===== src/rtl/bsw_phase_ctrl.sv =====
// bsw_phase_ctrl: round-robin CK/CKB phase generator for an array of bootstrapped sampling switches.
// Outputs are registered from the sequencer state, so each phase appears one edge after the state enters it.
module bsw_phase_ctrl #(
    parameter int NCH     = 4,
    parameter int TRACK_W = 4,
    parameter int GAP_W   = 2
) (
    input  logic                   ck_i,
    input  logic                   rstb_i,
    input  logic                   en_i,
    input  logic                   mode_i,
    input  logic                   start_i,
    input  logic [NCH-1:0]         ch_mask_i,
    input  logic [TRACK_W-1:0]     track_cyc_i,
    input  logic [GAP_W-1:0]       gap_cyc_i,
    output logic [NCH-1:0]         cks_o,
    output logic [NCH-1:0]         ckbs_o,
    output logic [$clog2(NCH)-1:0] ch_idx_o,
    output logic                   busy_o,
    output logic                   sample_done_o,
    output logic [$clog2(NCH)-1:0] done_ch_o
);
    localparam int CHW = $clog2(NCH);
    localparam int CW  = (TRACK_W > GAP_W) ? TRACK_W : GAP_W;

    typedef enum logic [1:0] {IDLE, GAP1, TRACK, GAP2} state_e;

    state_e             state_q, state_d;
    logic [CHW-1:0]     ch_q, ch_d, first_q, first_d, nxt;
    logic               mode_q, mode_d;
    logic [TRACK_W-1:0] trk_q, trk_d, t_eff;
    logic [GAP_W-1:0]   gap_q, gap_d, g_eff;
    logic [CW-1:0]      cnt_q, cnt_d;
    logic [NCH-1:0]     cks_q, cks_d, ckbs_q, ckbs_d, onehot;
    logic [CHW-1:0]     ch_idx_q, ch_idx_d, done_ch_q, done_ch_d;
    logic               busy_q, busy_d, done_q, done_d, last, launch;

    // First set bit of m strictly after c, wrapping; returns c itself when it is the only set bit.
    function automatic logic [CHW-1:0] next_set(input logic [NCH-1:0] m, input logic [CHW-1:0] c);
        logic [CHW-1:0] idx;
        next_set = c;
        for (int k = NCH; k >= 1; k--) begin
            idx = CHW'((int'(c) + k) % NCH);
            if (m[idx]) next_set = idx;
        end
    endfunction

    assign g_eff  = (gap_cyc_i == '0) ? GAP_W'(1) : gap_cyc_i;
    assign t_eff  = (track_cyc_i == '0) ? TRACK_W'(1) : track_cyc_i;
    assign last   = (cnt_q == '0);
    assign nxt    = next_set(ch_mask_i, (state_q == IDLE) ? CHW'(NCH - 1) : ch_q);
    // A pass in single-shot mode ends once the search wraps back to or below its first channel.
    assign launch = (|ch_mask_i) && ((state_q == IDLE) ? (mode_i ? start_i : en_i)
                  : (state_q == GAP2 && last && (mode_q ? (nxt > first_q) : en_i)));
    assign onehot = NCH'(1) << ch_q;

    always_comb begin
        state_d = state_q;
        ch_d    = ch_q;
        first_d = first_q;
        mode_d  = mode_q;
        trk_d   = trk_q;
        gap_d   = gap_q;
        cnt_d   = (state_q == IDLE) ? cnt_q : cnt_q - CW'(1);
        case (state_q)
            GAP1:    if (last) begin state_d = TRACK; cnt_d = CW'(trk_q) - CW'(1); end
            TRACK:   if (last) begin state_d = GAP2;  cnt_d = CW'(gap_q) - CW'(1); end
            GAP2:    if (last) state_d = IDLE;
            default: ;
        endcase
        if (launch) begin
            state_d = GAP1;
            ch_d    = nxt;
            trk_d   = t_eff;
            gap_d   = g_eff;
            cnt_d   = CW'(g_eff) - CW'(1);
            if (state_q == IDLE) begin
                first_d = nxt;
                mode_d  = mode_i;
            end
        end
    end

    assign cks_d     = (state_q == TRACK) ? onehot : '0;
    assign ckbs_d    = (state_q == IDLE) ? '1 : ~onehot;
    assign busy_d    = (state_q != IDLE);
    assign done_d    = (state_q == GAP2) && (cnt_q == CW'(gap_q) - CW'(1));
    assign done_ch_d = done_d ? ch_q : done_ch_q;
    assign ch_idx_d  = ch_q;

    always_ff @(posedge ck_i) begin
        if (!rstb_i) begin
            state_q   <= IDLE;
            ch_q      <= '0;
            first_q   <= '0;
            mode_q    <= 1'b0;
            trk_q     <= TRACK_W'(1);
            gap_q     <= GAP_W'(1);
            cnt_q     <= '0;
            cks_q     <= '0;
            ckbs_q    <= '1;
            busy_q    <= 1'b0;
            done_q    <= 1'b0;
            done_ch_q <= '0;
            ch_idx_q  <= '0;
        end else begin
            state_q   <= state_d;
            ch_q      <= ch_d;
            first_q   <= first_d;
            mode_q    <= mode_d;
            trk_q     <= trk_d;
            gap_q     <= gap_d;
            cnt_q     <= cnt_d;
            cks_q     <= cks_d;
            ckbs_q    <= ckbs_d;
            busy_q    <= busy_d;
            done_q    <= done_d;
            done_ch_q <= done_ch_d;
            ch_idx_q  <= ch_idx_d;
        end
    end

    assign cks_o         = cks_q;
    assign ckbs_o        = ckbs_q;
    assign ch_idx_o      = ch_idx_q;
    assign busy_o        = busy_q;
    assign sample_done_o = done_q;
    assign done_ch_o     = done_ch_q;
endmodule


===== config.mk =====
export PLATFORM = sky130hd
export DESIGN_NAME = bsw_phase_ctrl
export DESIGN_NICKNAME = d
export VERILOG_FILES = /design/src/rtl/bsw_phase_ctrl.sv
export SDC_FILE = /design/constraint.sdc
export NUM_CORES = 1
export LEC_CHECK = 0
export ABC_CLOCK_PERIOD_IN_PS = 6800
export CAP_MARGIN = 5
export CORE_MARGIN = 4
export CORE_UTILIZATION = 47
export DETAILED_ROUTE_END_ITERATION = 7
export GPL_TIMING_DRIVEN = 1
export PLACE_DENSITY_LB_ADDON = 0.1
export SLEW_MARGIN = 30
export SYNTH_ARGS = -nofsm -noshare
export SYNTH_HDL_FRONTEND = slang
export SYNTH_SLANG_ARGS = --single-unit
export TNS_END_PERCENT = 1

===== constraint.sdc =====
create_clock -name ck_i -period 6.8 [get_ports ck_i]
set_input_delay 1.7 -clock ck_i [delete_from_list [all_inputs] [get_ports ck_i]]
set_output_delay 1.7 -clock ck_i [all_outputs]
set_load 0.005 [all_outputs]

==> Word level (Yosys, flattened, before mapping) <==
Index checks and enable logic that the tools add are counted.
{ "totals": {"reg_bits": 31, "latchBits": 0, "mem_bits_rw": 0, "romBits": 0, "inputBits": 15, "out_inout_bits": 14, "word_cells": 86, "n_memories": 0} }
{ "op_classes": {"addsub": 8, "n_mul": 0, "div": 0, "n_lt_le_gt_ge": 5, "eq_ne": 10, "shift": 1, "n_mux": 28, "bitwise": 2, "reduce_logical": 18} }
{ "op_table": {"columns": ["op", "n"], "rows": [
  ["$mux W4", 5],
  ["$mux W2", 9],
  ["$lt A2 B3 Y1 const B", 4],
  ["$ne A3 B3 Y1 const B", 3],
  ["$bmux W1 S2", 4],
  ["$logic_not A4 Y1", 2],
  ["$mux W1", 8],
  ["$pmux W4 S2", 1],
  ["$reduce_and A4 Y1", 2],
  ["$sub A4 B1 Y4 const B", 2],
  ["$ne A2 B2 Y1 const B", 3],
  ["$pmux W2 S3", 1],
  ["$sub A2 B1 Y3 const B", 2],
  ["$add A2 B1 Y2 const B", 2],
  ["$add A2 B2 Y2 const B", 2],
  ["$eq A2 B2 Y1 const B", 2],
  ["$eq A4 B4 Y1", 1],
  ["$logic_and A1 B1 Y1", 4],
  ["$logic_not A2 Y1", 2],
  ["$not A4 Y4", 1],
  ["$reduce_and A2 Y1", 2],
  ["$reduce_bool A4 Y1", 1],
  ["$reduce_or A2 Y1", 2],
  ["$reduce_or A4 Y1", 1],
  ["other kinds (6)", 6]
]} }

==> Longest topological paths before layout <==
{ "logic_depth": {"ltp_word": 16, "ltp_mapped": 15, "ltp_nobuf": 13} }

==> Worst setup path before layout <==
Ideal clock, no wire load.
{ "synth_timing": {"path_type": "input -> register", "startpoint": "in ch_mask_i[0]", "endpoint": "reg gap_q[0]", "setup_time_ns": 0.120, "t_arrival_ns": 4.117, "required_time_ns": 6.680, "setup_slack_ns": 2.563, "path_stages": 12, "n_path_buf": 1, "cell_sequence": "buf_2 inv_1 o311ai_0 o221a_2 nor2_1 xor2_1 ha_1 nand2_1 o211ai_1 a2111oi_4 nor2_2 a211o_1"} }
{ "synth_between": {"elab_chain_len": 11, "elab_cells_between_ends": 18, "classes_between": "order compare: 1; mux: 14; reduce/logical: 3"} }
{ "synth_lines": {"columns": ["item", "line", "source"], "rows": [
  ["start: declaration", "13", "input logic [NCH-1:0] ch_mask_i,"],
  ["$bmux W1 S2", "44", "if (m[idx]) next_set = idx;"],
  ["$mux W1 (implied by the code)", "44", null],
  ["$mux W2 (4 in a row)", "44", null],
  ["$gt A2 B2 Y1", "54", ": (state_q == GAP2 && last && (mode_q ? (nxt > first_q) : en_i)));"],
  ["$mux W1", "54", null],
  ["$logic_and A1 B1 Y1", "54", null],
  ["$mux W1", "53", "assign launch = (|ch_mask_i) && ((state_q == IDLE) ? (mode_i ? start_i : en_i)"],
  ["$logic_and A1 B1 Y1 *", "53", null],
  ["end signal: assignment", "112", "gap_q <= gap_d;"],
  ["end: declaration", "32", "logic [GAP_W-1:0] gap_q, gap_d, g_eff;"]
]} }
Mark *: on every way between the ends. The rest lies on a longest branch, timed or not. The select of a mux whose other input is x is not followed.
A chain may end at the register's enable or synchronous reset.

==> Worst setup path in the final report <==
Ends and elaborated chain as after synthesis.

==> summary.txt <==
Layout
  • Design area: 0.002186 mm2
  • Layout cell share with drive strength beyond 1: 7.983%
  • Ant. Diodes: 0
  • Fillers: 341
  • Synth-to-layout area growth: 22.77%
  • Final nets: 262

Synth
  • Cell taking the most area after synthesis: dfxtp_1
  • Synth warn: 0
  • Most common library cells after synthesis: dfxtp_1 (31), nor2_1 (18), nand2_1 (16)
  • Post-synthesis sequential area ratio: between 30% and 40%
  • Top cells by area, synth: dfxtp_1 (35%), ha_1 (7.0%), nor2_1 (3.8%), a21oi_1 (3.7%), o21ai_0 (3.7%)
  • Yosys top cell area share: 34.86%
  • EDFF count, synth: 0
  • Syn nets: between 200 and 250
  • Syn avg cell area: approximately 8.4 um2
  • Post-Syn Area: 0.001780 mm2
  • Predominant post-synthesis flop cell: dfxtp_1
  • Count leader, synth: dfxtp_1
  • Synth Instances: 213
  • Post-synthesis register bit count: 31
  • Async SR Flop Fraction: 0%
  • Post-synth cell types: just over 50

Run status
  • Status: completed

Clocking
  • Clk sink count: 31
  • H-tree levels: 2
  • Clock edge transition at the registers on the reported setup and hold paths: about 70 ps
  • Post-cts resize count: 0
  • Post-CTS Setup Repair Bufs: 0
  • CTS tree: built
  • # hold bufs at CTS: 0
  • Deepest clock path buffer count: 2
  • CTS Buf Count: 5
  • Root buf cell: clkbuf_8
  • Clk_lat worst skew: a little under 300 ps

Timing
  • Setup TNS: 0 ps
  • Slew HR: 46.95%
  • Period utilization: 72.20%
  • RSZ-0062 raised after global routing: false
  • Layout Skew: around 6.5 ps
  • Max-slew violations: 0
  • Highest Clock Rate: 203.7 MHz
  • Fin crit period: slightly below 5000 ps
  • Slew @ Worst Pin: slightly below 800 ps
  • Final hold slack: 477.4 ps
  • Setup violators final: 0
  • Final hold violation count: 0

Floorplan
  • Die X: 69.55 um
  • Die Y: around 70 um
  • Die area: 0.004837 mm2
  • Initial Utilization: 48.63%
  • CORE AREA: between 0.003 and 0.004 mm2
  • Cell row count: 22
  • # IOs: 29

Pwr
  • Comb power frac: 49.3%
  • Total power: 908.4 uW
  • Switching pwr: ~380 uW
  • Pint: roughly 530 uW
  • Lkg Pwr: 0.0008300 uW
  • VDD IR max: roughly 0.19 mV
  • Switching share of power: between 40% and 50%
  • Reg power frac: 30.5%
  • Clk pwr share: 20.1%
  • P per Cell Area: 415.6 mW/mm2

GRT
  • Initial antenna violation count: 0
  • Vias in the first global route: 1,525
  • Overall global routing resource usage: 17.30%
  • Largest net degree at the start of global routing: 22
  • First-pass GRT wire length: 6844 um
  • GR Overflow Total: 0

Worst setup path
  • Worst-path cell chain: clkdlybuf4s50_1 -> inv_1 -> o311ai_0 -> o221a_2 -> nor2_1 -> xor2_1 -> ha_1 -> nand2_1 -> o211ai_1 -> a2111oi_4 -> nor2_2 -> a211o_1
  • Crit-path max cell delay: 660 ps
  • Worst path bufs/invs: 2
  • Crit path launch: ch_mask_i[0]
  • Worst Setup Start Kind: primary input
  • Crit Path Max Fanout: 8
  • Critical path required time: 6970 ps
  • Critical R2R Launch: state_q[0]
  • Crit path kind: primary input to flop
  • Crit path DAT: 5080 ps
  • CP delay by family, top: compound AO/OA/AOI/OAI gates
  • Critical path's slowest cell: clkdlybuf4s50_1
  • Crit end category: flop

Placement
  • Placer Congestion: 0.9308
  • Post-DP HPWL: between 3000 and 4000 um
  • PortBufs: 28
  • Placed cell areas: 0.002073 mm2

Routing
  • Vias: 1,640
  • TritonRoute pass-1 iters: 4
  • Routed Antenna Nets: 0
  • Routed WL: 4191 um
  • DRT iter0 DRCs: 124
  • DRC Markers: 0
  • Wire length per cell: roughly 15 um
  • Vias/cell: 5.734

Min path
  • HP Start: gap_q[1]
  • Hold Crit Class: flop to flop

Flow run
  • Max-cap violation count: 0
[path summary, 6_finish.rpt]
path              endpoint  slack (ps)  depth (start not counted)
setup / recovery  gap_q[0]        1890                         12
hold / removal    gap_q[1]         480                          2
setup reg to reg  gap_q[0]        2950                         13
hold reg to reg   gap_q[1]         480                          2
[placed cells by master (no fill, tap or decap), types with 2 or more instances in the layout]
cell type,n
a311oi_1,2
nand2b_1,3
dfxtp_1,31
ha_1,10
inv_1,13
nor3_1,9
nor2b_1,4
mux2_2,2
and3_1,2
a2111oi_0,2
xor2_1,6
o21a_1,3
mux2i_1,2
a32oi_1,2
a21oi_1,13
nor3b_1,2
a211oi_1,4
nor4_1,2
o21ai_0,13
clkdlybuf4s50_1,28
nand2_1,16
o211ai_1,2
nand3_1,9
clkbuf_8,5
nor2_1,18
o22ai_1,4
o31ai_1,3
nor2_2,2
a22oi_1,2
[worst min-delay path, stage by stage, from the launching register on]
cell and delay (ps):
dfxtp_1 310, nand3_1 60, a21oi_1 60
[registers in the layout (all words and copies together), names as in the netlist]
signal / flops
mode_q: 1
first_q: 2
sample_done_o: 1
ch_idx_o: 2
ch_idx_d: 2
done_ch_o: 2
cnt_q: 4
trk_q: 4
busy_o: 1
gap_q: 2
ckbs_o: 4
cks_o: 4
state_q: 2
[cell type report]
class	instances	area (um2)	area share [%]
multi-input combinational	157	1060	48.48
sequential	31	620.6	28.39
timing repair buffer	28	280.3	12.82
clock buffer	5	68.82	3.148
tap	48	60.06	2.748
inverter	14	52.55	2.404
clock inverter	3	43.79	2.003
[per-layer routing]
metal  share of wire [%]  vias to the layer above  GRT usage [%]
li1                    -                      812              -
met1                  44                      774          21.12
met2                  49                       46          27.54
met3                 5.0                        8          5.072
met4                 1.9                        0          8.677
met5                   0                        -              0
[cell families after synthesis]
logic type	count (synthesis)	synth area share [%]
DFF	31	34.86
adders and majority gates	10	7.027
muxes	4	2.389
buffers and inverters	25	5.622
AOI/OAI and AO/OA	61	24.03
xor gates and xnor gates	7	3.443
and+or+nand+nor	75	22.63
[stage by stage]
stage	utilization, %	worst slack [ps]	std cells
global route	59.71	1633	286
floorplan	-	2563	213
global placement	56.63	1856	278
detailed placement	56.63	1645	278
finish	59.71	1890	286
CTS	59.71	1926	286
[power groups by stage]
stage | registers (uW) | clock network, uW | logic (uW)
2_1_floorplan | 255 | 0 | 354
3_3_place_gp | 278 | 0 | 435
3_5_place_dp | 281 | 0 | 446
4_1_cts | 276 | 185 | 450
5_1_grt | 284 | 193 | 500
6_report | 277 | 183 | 448
Power figures use the tool's default switching activity.
